===== config.mk =====
export PLATFORM = sky130hd
export DESIGN_NAME = toggle_handshake_rx
export DESIGN_NICKNAME = d
export VERILOG_FILES = /design/src/rtl/toggle_handshake_rx.sv
export SDC_FILE = /design/constraint.sdc
export NUM_CORES = 1
export LEC_CHECK = 0
export ABC_CLOCK_PERIOD_IN_PS = 2100
export BUFFER_PORTS_ARGS = -buffer_cell sky130_fd_sc_hd__buf_4
export CORE_AREA = 2 2 45 47
export CTS_CLUSTER_DIAMETER = 50
export DETAILED_ROUTE_END_ITERATION = 8
export DIE_AREA = 0 0 47 49
export GPL_ROUTABILITY_DRIVEN = 0
export PLACE_DENSITY = 0.79
export SLEW_MARGIN = 20
export SYNTH_ARGS = -nofsm -noshare
export SYNTH_HDL_FRONTEND = slang
export SYNTH_SLANG_ARGS = --single-unit

===== constraint.sdc =====
create_clock -name clk -period 2.1 [get_ports clk]
set_input_delay 0.21 -clock clk [delete_from_list [all_inputs] [get_ports clk]]
set_output_delay 0.21 -clock clk [all_outputs]
set_load 0.05 [all_outputs]

===== src/rtl/toggle_handshake_rx.sv =====
// Receive side of a two-phase toggle handshake: synchronises req_tog, holds each
// transfer for a valid/ready consumer and returns completion on ack_tog.
module toggle_handshake_rx #(
  parameter int unsigned DATA_W      = 8,
  parameter int unsigned SYNC_STAGES = 2,
  parameter int unsigned CNT_W       = 8
) (
  input  logic              clk,
  input  logic              reset,
  input  logic              req_tog,
  input  logic [DATA_W-1:0] data_in,
  input  logic              ready,
  input  logic              clr_overrun,
  output logic              valid,
  output logic [DATA_W-1:0] data_out,
  output logic              ack_tog,
  output logic              overrun,
  output logic [CNT_W-1:0]  xfer_cnt
);

  typedef enum logic {
    IDLE = 1'b0,
    HOLD = 1'b1
  } state_t;

  state_t                 state;
  state_t                 state_nxt;
  logic [SYNC_STAGES-1:0] sync;
  logic                   prev;
  logic                   tog_det;
  logic                   capture;
  logic                   accept;

  // prev tracks the synchronised level every cycle, so an edge seen while
  // holding is consumed here and never replayed once the FSM returns to IDLE.
  assign tog_det = sync[SYNC_STAGES-1] ^ prev;
  assign valid   = (state == HOLD);

  always_ff @(posedge clk or posedge reset) begin
    if (reset) begin
      state <= IDLE;
    end else begin
      state <= state_nxt;
    end
  end

  always_comb begin
    state_nxt = state;
    capture   = 1'b0;
    accept    = 1'b0;
    unique case (state)
      IDLE: begin
        if (tog_det) begin
          capture   = 1'b1;
          state_nxt = HOLD;
        end
      end
      HOLD: begin
        if (ready) begin
          accept    = 1'b1;
          state_nxt = IDLE;
        end
      end
      default: state_nxt = IDLE;
    endcase
  end

  always_ff @(posedge clk or posedge reset) begin
    if (reset) begin
      sync     <= '0;
      prev     <= 1'b0;
      data_out <= '0;
      ack_tog  <= 1'b0;
      xfer_cnt <= '0;
      overrun  <= 1'b0;
    end else begin
      sync <= {sync[SYNC_STAGES-2:0], req_tog};
      prev <= sync[SYNC_STAGES-1];
      if (capture) begin
        data_out <= data_in;
      end
      if (accept) begin
        ack_tog  <= ~ack_tog;
        xfer_cnt <= xfer_cnt + CNT_W'(1);
      end
      if (tog_det && (state == HOLD)) begin
        overrun <= 1'b1;
      end else if (clr_overrun) begin
        overrun <= 1'b0;
      end
    end
  end

endmodule


**After elaboration in Yosys (flattened, before gate mapping)**

Index checks and enable logic that the tools add are counted.

- $add $sub $neg: 1
- Mux-type cells: 8
- Bitwise gates (word level): 3
- Reduce and logical (&&, ||, !) cells: 2

Operator list:

| kind | number |
|---|---|
| $add 8x1->8 const B | 1 |
| $mux 1 | 7 |
| $not 1->1 | 2 |
| $pmux 1 s2 | 1 |
| $reduce_bool 2->1 | 1 |
| $logic_and 1x1->1 | 1 |
| $xor 1x1->1 | 1 |

- Register bits: 22
- Input port bits: 13
- Output and inout bits: 19
- Logic and storage cells: 21

**Depth between registers and ports, before layout**

Gate-level depths: netlist (run 1).

- Depth after elaboration: 3
- Gate-level depth with buffers: 4
- Mapped depth without buffers: 4

**Worst setup path before layout (run 1)**

OpenSTA, ideal clock, no wires.

- Path kind: flip-flop to flip-flop
- Start: reg state (netlist: valid)
- End: reg data_out[0]
- Library setup time: 0.125 ns
- Arrival: 1.345 ns
- Required time: 1.975 ns
- Slack: 0.630 ns
- Stages on the path, launching flop included: 4
- Path buffers: 1
- Clock period less this slack: 1.470 ns
- Cells stage by stage: dfrtp_1 > and2b_1 > buf_6 > mux2_4

- Longest elaborated chain between the ends: 1

RTL lines:

| what | line | source |
|---|---|---|
| from (decl) | 26 | `state_t state;` |
| from (signal assigned) | 43 | `state <= state_nxt;` |
| $mux 1 | 51 | `unique case (state)` |
| to (signal assigned) | 80 | `data_out <= data_in;` |
| to (decl) | 15 | `output logic [DATA_W-1:0] data_out,` |

No other way between the ends.
A chain may end at the register's enable or synchronous reset.

**Worst setup path after layout (run 1)**

- Start: reg prev
- End: reg data_out[3]

- Longest elaborated chain between the ends: 3

RTL lines:

| what | line | source |
|---|---|---|
| from (decl) | 29 | `logic prev;` |
| from (signal assigned) | 78 | `prev <= sync[SYNC_STAGES-1];` |
| $xor 1x1->1 | 36 | `assign tog_det = sync[SYNC_STAGES-1] ^ prev;` |
| $mux 1 | 53 | `if (tog_det) begin` |
| $mux 1 | 51 |  |

No other way between the ends.

==> results of run 1 <==
## final cells by class
cell class,instances,area [sq um]
tap,27,33.8
multi-input combinational,35,308
clock buffer,3,22.5
timing repair buffer,32,243
fill,158,677
sequential,22,551
inverter,2,7.51
## layer usage
metal	routed length (um)	vias to the layer above	GRT usage (%)
met5	0	-	0
li1	-	266	-
met1	696	269	22.4
met4	0	0	5.56
met2	635	28	20.5
met3	129	0	3.33
## worst max-delay path by stage
stage,startpoint,endpoint,cells after the start
2_1_floorplan,valid,data_out[0],3
3_3_place_gp,prev,data_out[5],3
3_5_place_dp,sync[1],data_out[3],3
4_1_cts,prev,data_out[3],3
5_1_grt,sync[1],data_out[3],3
6_report,prev,data_out[3],3
## metrics by stage
step	instances	hold slack [ps]	area [sq um]	utilization (%)
after global routing	121	80.2	1160	63.2
after floorplan	60	199	877	-
after CTS	120	6.14	1150	62.7
after global placement	117	319	1130	61.5
after detailed placement	117	321	1130	61.5
final	121	41.9	1160	63.2
## state kept, by name (all words and copies together), names as in the netlist
signal / cells
xfer_cnt: 8
valid: 1
sync: 2
prev: 1
overrun: 1
data_out: 8
ack_tog: 1
## logic make-up after synthesis
family / count (synthesis) / synth area share (%)
xor gates and xnor gates: 9 / 8.99
DFF: 22 / 62.8
adders and majority gates: 1 / 1.43
buffers and inverters: 3 / 2.14
muxes: 9 / 15.0
AOI/OAI and AO/OA: 2 / 1.43
and+or+nand+nor: 14 / 8.28
## cells in the final DEF (no fill, tap or decap)
master / synthesis / final
mux2_2: 1 / 1
nor2_1: 2 / 2
ha_1: 1 / 1
xor2_1: 6 / 6
mux2_4: 8 / 8
o21a_1: 1 / 1
o21ai_0: 1 / 1
dlygate4sd3_1: 0 / 1
nand2_1: 5 / 5
clkbuf_4: 0 / 3
nand2_2: 1 / 1
nor4_2: 1 / 1
nor3_1: 2 / 2
nand3_1: 2 / 2
xnor2_1: 3 / 3
and2b_1: 1 / 1
dfrtp_1: 22 / 22
inv_1: 2 / 2
buf_4: 0 / 31
## power by group
group	switching, mW	internal, mW	leakage, nW	total, mW
clock	0.113	0.0667	0.0138	0.180
combinational	0.608	0.327	0.311	0.934
sequential	0.115	0.556	0.265	0.671
total	0.836	0.949	0.591	1.79
## worst max-delay path, cell delays in order (launching register included)
cell	delay [ps]
dfrtp_1	390
xor2_1	210
and2b_1	450
mux2_4	340
## repair_timing
item	4_1_cts	5_1_grt
hold buffers	0	1
setup buffers	0	0
hold endpoints to repair	0	1
==> flow_metrics.env, run 1 <==
export IMPL_num_io_pins=32
export IMPL_cts_htree_levels=1
export IMPL_track_usage_pct=14.8
export IMPL_syn_inst=60
export IMPL_ys_types=17
export IMPL_arrival_ps=1680
export IMPL_antenna_cells=0
export IMPL_via_per_inst=4.65
export IMPL_reg2reg_slack_ps=600
export IMPL_fin_ws_ps=603
export IMPL_yosys_warnings=0
export IMPL_critical_path_endpoint_type="flip-flop"
export IMPL_rsz0062_at_grt="no"
export IMPL_finClkSkew_ps=12.4
export IMPL_wl_per_cell_um=12.1
export IMPL_worstMarginPinSlew_ps=783
export IMPL_clock_path_buffers=2
export IMPL_worstSetupPathType="reg -> reg"
export IMPL_yosysSeqAreaShare_pct=62.8
export IMPL_clk_pin_slew_ps=120
export IMPL_hold_path_class="in -> async"
export IMPL_grt_pass1_wl_um=2480
export IMPL_required_ps=2280
export IMPL_setup_tns_ps=0
export IMPL_synth_area_sq_um=877
export IMPL_route_detailed_drc=0
export IMPL_drtIter0Drc=5
export IMPL_hold_violations=0
export IMPL_yosysTopAreaCell="dfrtp_1"
export IMPL_synth_edf_count=0
export IMPL_yosys_area_top_type_share_pct=62.8
export IMPL_first_pass_iters=2
export IMPL_worst_slew_margin_rel_pct=47.7
export IMPL_die_h_um=49
export IMPL_reg2reg_from="prev"
export IMPL_maxCapViolCount=0
export IMPL_critPathMaxFanout=8
export IMPL_preCtsSetupSlack_ps=601
export IMPL_max_freq_ghz=0.668
export IMPL_start_util_pct=47.6
export IMPL_synthFlopType="dfrtp_1"
export IMPL_synth_fp_nets=74
export IMPL_syn_avg_cell_area_sq_um=14.6
export IMPL_antenna_found_initial=0
export IMPL_wl_um=1460
export IMPL_p_leak_nw=0.591
export IMPL_rows=16
export IMPL_synth_area_top_cells="dfrtp_1 63%, mux2_4 14%, xor2_1 6.0%, xnor2_1 3.0%, nand2_1 2.1%"
export IMPL_ir_drop_uv=823
export IMPL_overflow=0
export IMPL_total_power_mw=1.79
export IMPL_finalMaxSlewViolations=0
export IMPL_clock_latency_ps=300
export IMPL_vias=563
export IMPL_fin_nets=110
export IMPL_core_area_sq_um=1840
export IMPL_grt_pass1_vias=585
export IMPL_die_x_um=47
export IMPL_cts_sinks=22
export IMPL_outcome="complete, no violations"
export IMPL_cts_buffers=3
export IMPL_ys_ff_latch=22
export IMPL_cp_start_kind="flip-flop"
export IMPL_yosys_top_cells_count="22 x dfrtp_1, 8 x mux2_4, 6 x xor2_1"
export IMPL_synthArstFlopShare_pct=100
export IMPL_postRouteAntennaNets=0
export IMPL_power_density_nw_per_um2=1530
export IMPL_drive_gt1_share_pct=47.9
export IMPL_period_needed_ps=1500
export IMPL_numPortBuffers=31
export IMPL_dp_hpwl_um=1100
export IMPL_reg2reg_depth=3
export IMPL_cts_tree="yes"
export IMPL_syn_to_final_growth_pct=32.8
export IMPL_post_cts_resized=0
export IMPL_die_area_sq_um=2300
export IMPL_setup_viol=0
export IMPL_cts_root_buffer="clkbuf_4"
export IMPL_grt_max_degree=23
export IMPL_period_share_pct=71.3
export IMPL_critical_path_reg2reg_endpoint="data_out[3]"
export IMPL_yosysMostFrequentCell="dfrtp_1"
Note: power is estimated with default switching activity, not from simulation.
==> inputs of run 2 (changes only) <==
--- a/config.mk
+++ b/config.mk
@@ -5,14 +5,14 @@
 export SDC_FILE = /design/constraint.sdc
 export NUM_CORES = 1
 export LEC_CHECK = 0
-export ABC_CLOCK_PERIOD_IN_PS = 2100
+export ABC_CLOCK_PERIOD_IN_PS = 1450
 export BUFFER_PORTS_ARGS = -buffer_cell sky130_fd_sc_hd__buf_4
-export CORE_AREA = 2 2 45 47
+export CORE_AREA = 2 2 47 49
 export CTS_CLUSTER_DIAMETER = 50
 export DETAILED_ROUTE_END_ITERATION = 8
-export DIE_AREA = 0 0 47 49
+export DIE_AREA = 0 0 49 51
 export GPL_ROUTABILITY_DRIVEN = 0
-export PLACE_DENSITY = 0.79
+export PLACE_DENSITY = 0.73
 export SLEW_MARGIN = 20
 export SYNTH_ARGS = -nofsm -noshare
 export SYNTH_HDL_FRONTEND = slang
==> constraint.sdc (replaced) <==
create_clock -name clk -period 1.45 [get_ports clk]
set_input_delay 0.145 -clock clk [delete_from_list [all_inputs] [get_ports clk]]
set_output_delay 0.145 -clock clk [all_outputs]
set_load 0.05 [all_outputs]
==> flow_metrics.env, run 2 (synthesized netlist as in run 1, its figures left out) <==
export IMPL_maxCapViolCount=0
export IMPL_antenna_cells=0
export IMPL_period_needed_ps=1370
export IMPL_die_h_um=51
export IMPL_reg2reg_depth=4
export IMPL_ir_drop_uv=1300
export IMPL_postRouteAntennaNets=0
export IMPL_outcome="complete, no violations"
export IMPL_regArea_sq_um=552
export IMPL_critPathMaxFanout=8
export IMPL_syn_to_final_growth_pct=38.9
export IMPL_wl_per_cell_um=12.1
export IMPL_finClkSkew_ps=7.28
export IMPL_overflow=0
export IMPL_arrival_ps=1550
export IMPL_cpPeakStageDelay_ps=400
export IMPL_via_per_inst=4.54
export IMPL_start_util_pct=42.5
export IMPL_hold_path_class="in -> reg"
export IMPL_clk_pin_slew_ps=110
export IMPL_final_fill_count=169
export IMPL_worstSetupPathType="reg -> reg"
export IMPL_cp_top_family="flip-flops"
export IMPL_crit_buf_inv=1
export IMPL_path_depth=4
export IMPL_rows=17
export IMPL_grt_max_degree=16
export IMPL_hold_depth=2
export IMPL_worstMarginPinSlew_ps=556
export IMPL_preCtsSetupSlack_ps=103
export IMPL_finalMaxSlewViolations=0
export IMPL_vias=577
export IMPL_wl_um=1540
export IMPL_route_detailed_drc=0
export IMPL_dp_hpwl_um=1130
export IMPL_setup_tns_ps=0
export IMPL_cts_sinks=22
export IMPL_final_common_cell="buf_4"
export IMPL_core_area_sq_um=2060
export IMPL_cts_htree_levels=1
export IMPL_whs_ps=77.2
export IMPL_drive_gt1_share_pct=48.5
export IMPL_hold_violations=0
export IMPL_antenna_found_initial=0
export IMPL_cts_tree="yes"
export IMPL_required_ps=1630
export IMPL_clock_path_buffers=2
export IMPL_power_density_nw_per_um2=2150
export IMPL_fin_nets=114
export IMPL_max_freq_ghz=0.730
export IMPL_p_leak_nw=0.613
export IMPL_die_x_um=49
export IMPL_total_power_mw=2.62
export IMPL_critical_path_endpoint_type="flip-flop"
export IMPL_grt_pass1_wl_um=2660
export IMPL_multi_input_area_sq_um=308
export IMPL_drtIter0Drc=2
export IMPL_layout_common_cells="32 x buf_4, 21 x dfrtp_1, 8 x mux2_4"
export IMPL_period_share_pct=94.5
export IMPL_worst_slew_margin_rel_pct=62.9
export IMPL_cts_buffers=3
export IMPL_cp_start_kind="flip-flop"
export IMPL_path_cells="xor2_1 > and2b_1 > buf_12 > mux2_4"
export IMPL_post_cts_resized=0
export IMPL_numPortBuffers=31
export IMPL_rsz0062_at_grt="no"
export IMPL_num_io_pins=32
export IMPL_first_pass_iters=4
export IMPL_slowest_stage="dfrtp_1"
export IMPL_grt_pass1_vias=574
export IMPL_cts_root_buffer="clkbuf_4"
export IMPL_die_area_sq_um=2500
export IMPL_clock_latency_ps=290
export IMPL_setup_viol=0
export IMPL_fin_ws_ps=79.5
export IMPL_largestRegisters="data_out x8, xfer_cnt x8, sync x2"
export IMPL_track_usage_pct=14.8
export IMPL_post_route_util_pct=59.1
-- run 2: path summary, 6_finish.rpt --
check,from,end,slack [ps]
setup / recovery,prev,data_out[4],80
hold / removal,data_in[1],data_out[1],80
setup reg to reg,prev,data_out[4],80
hold reg to reg,sync[0],sync[1],360
max in group asynchronous,reset,data_out[5],470
min in group asynchronous,reset,data_out[7],450
-- run 2: metal layers --
layer / global-route usage (%) / up-vias / share of wire [%]
li1: - / 275 / -
met1: 20.6 / 271 / 47
met2: 21.0 / 29 / 44
met3: 3.80 / 2 / 8.3
met4: 8.57 / 0 / 0.59
met5: 0 / - / 0
-- run 2: area by class of cell --
cell class                 count  share of cell area (%)
multi-input combinational     35                    25.3
tap                           28                    2.87
sequential                    22                    45.3
timing repair buffer          36                    23.8
clock buffer                   4                    2.16
inverter                       2                   0.616
-- run 2: power breakdown --
part	internal, mW	switching (mW)
registers	0.807	0.164
logic	0.494	0.886
clock network	0.107	0.160
total	1.41	1.21
-- run 2: repair_timing --
item / 4_1_cts / 5_1_grt
buffers inserted: 0 / 0
endpoints found under the hold margin: 16 / 0
setup endpoints to repair: 0 / 0
hold buffers: 3 / 0
-- run 2: per-stage QoR --
step | instance area [sq um] | cells
global route | 1220 | 127
floorplan | 878 | 60
CTS | 1220 | 127
detailed placement | 1160 | 120
finish | 1220 | 127
global placement | 1160 | 120
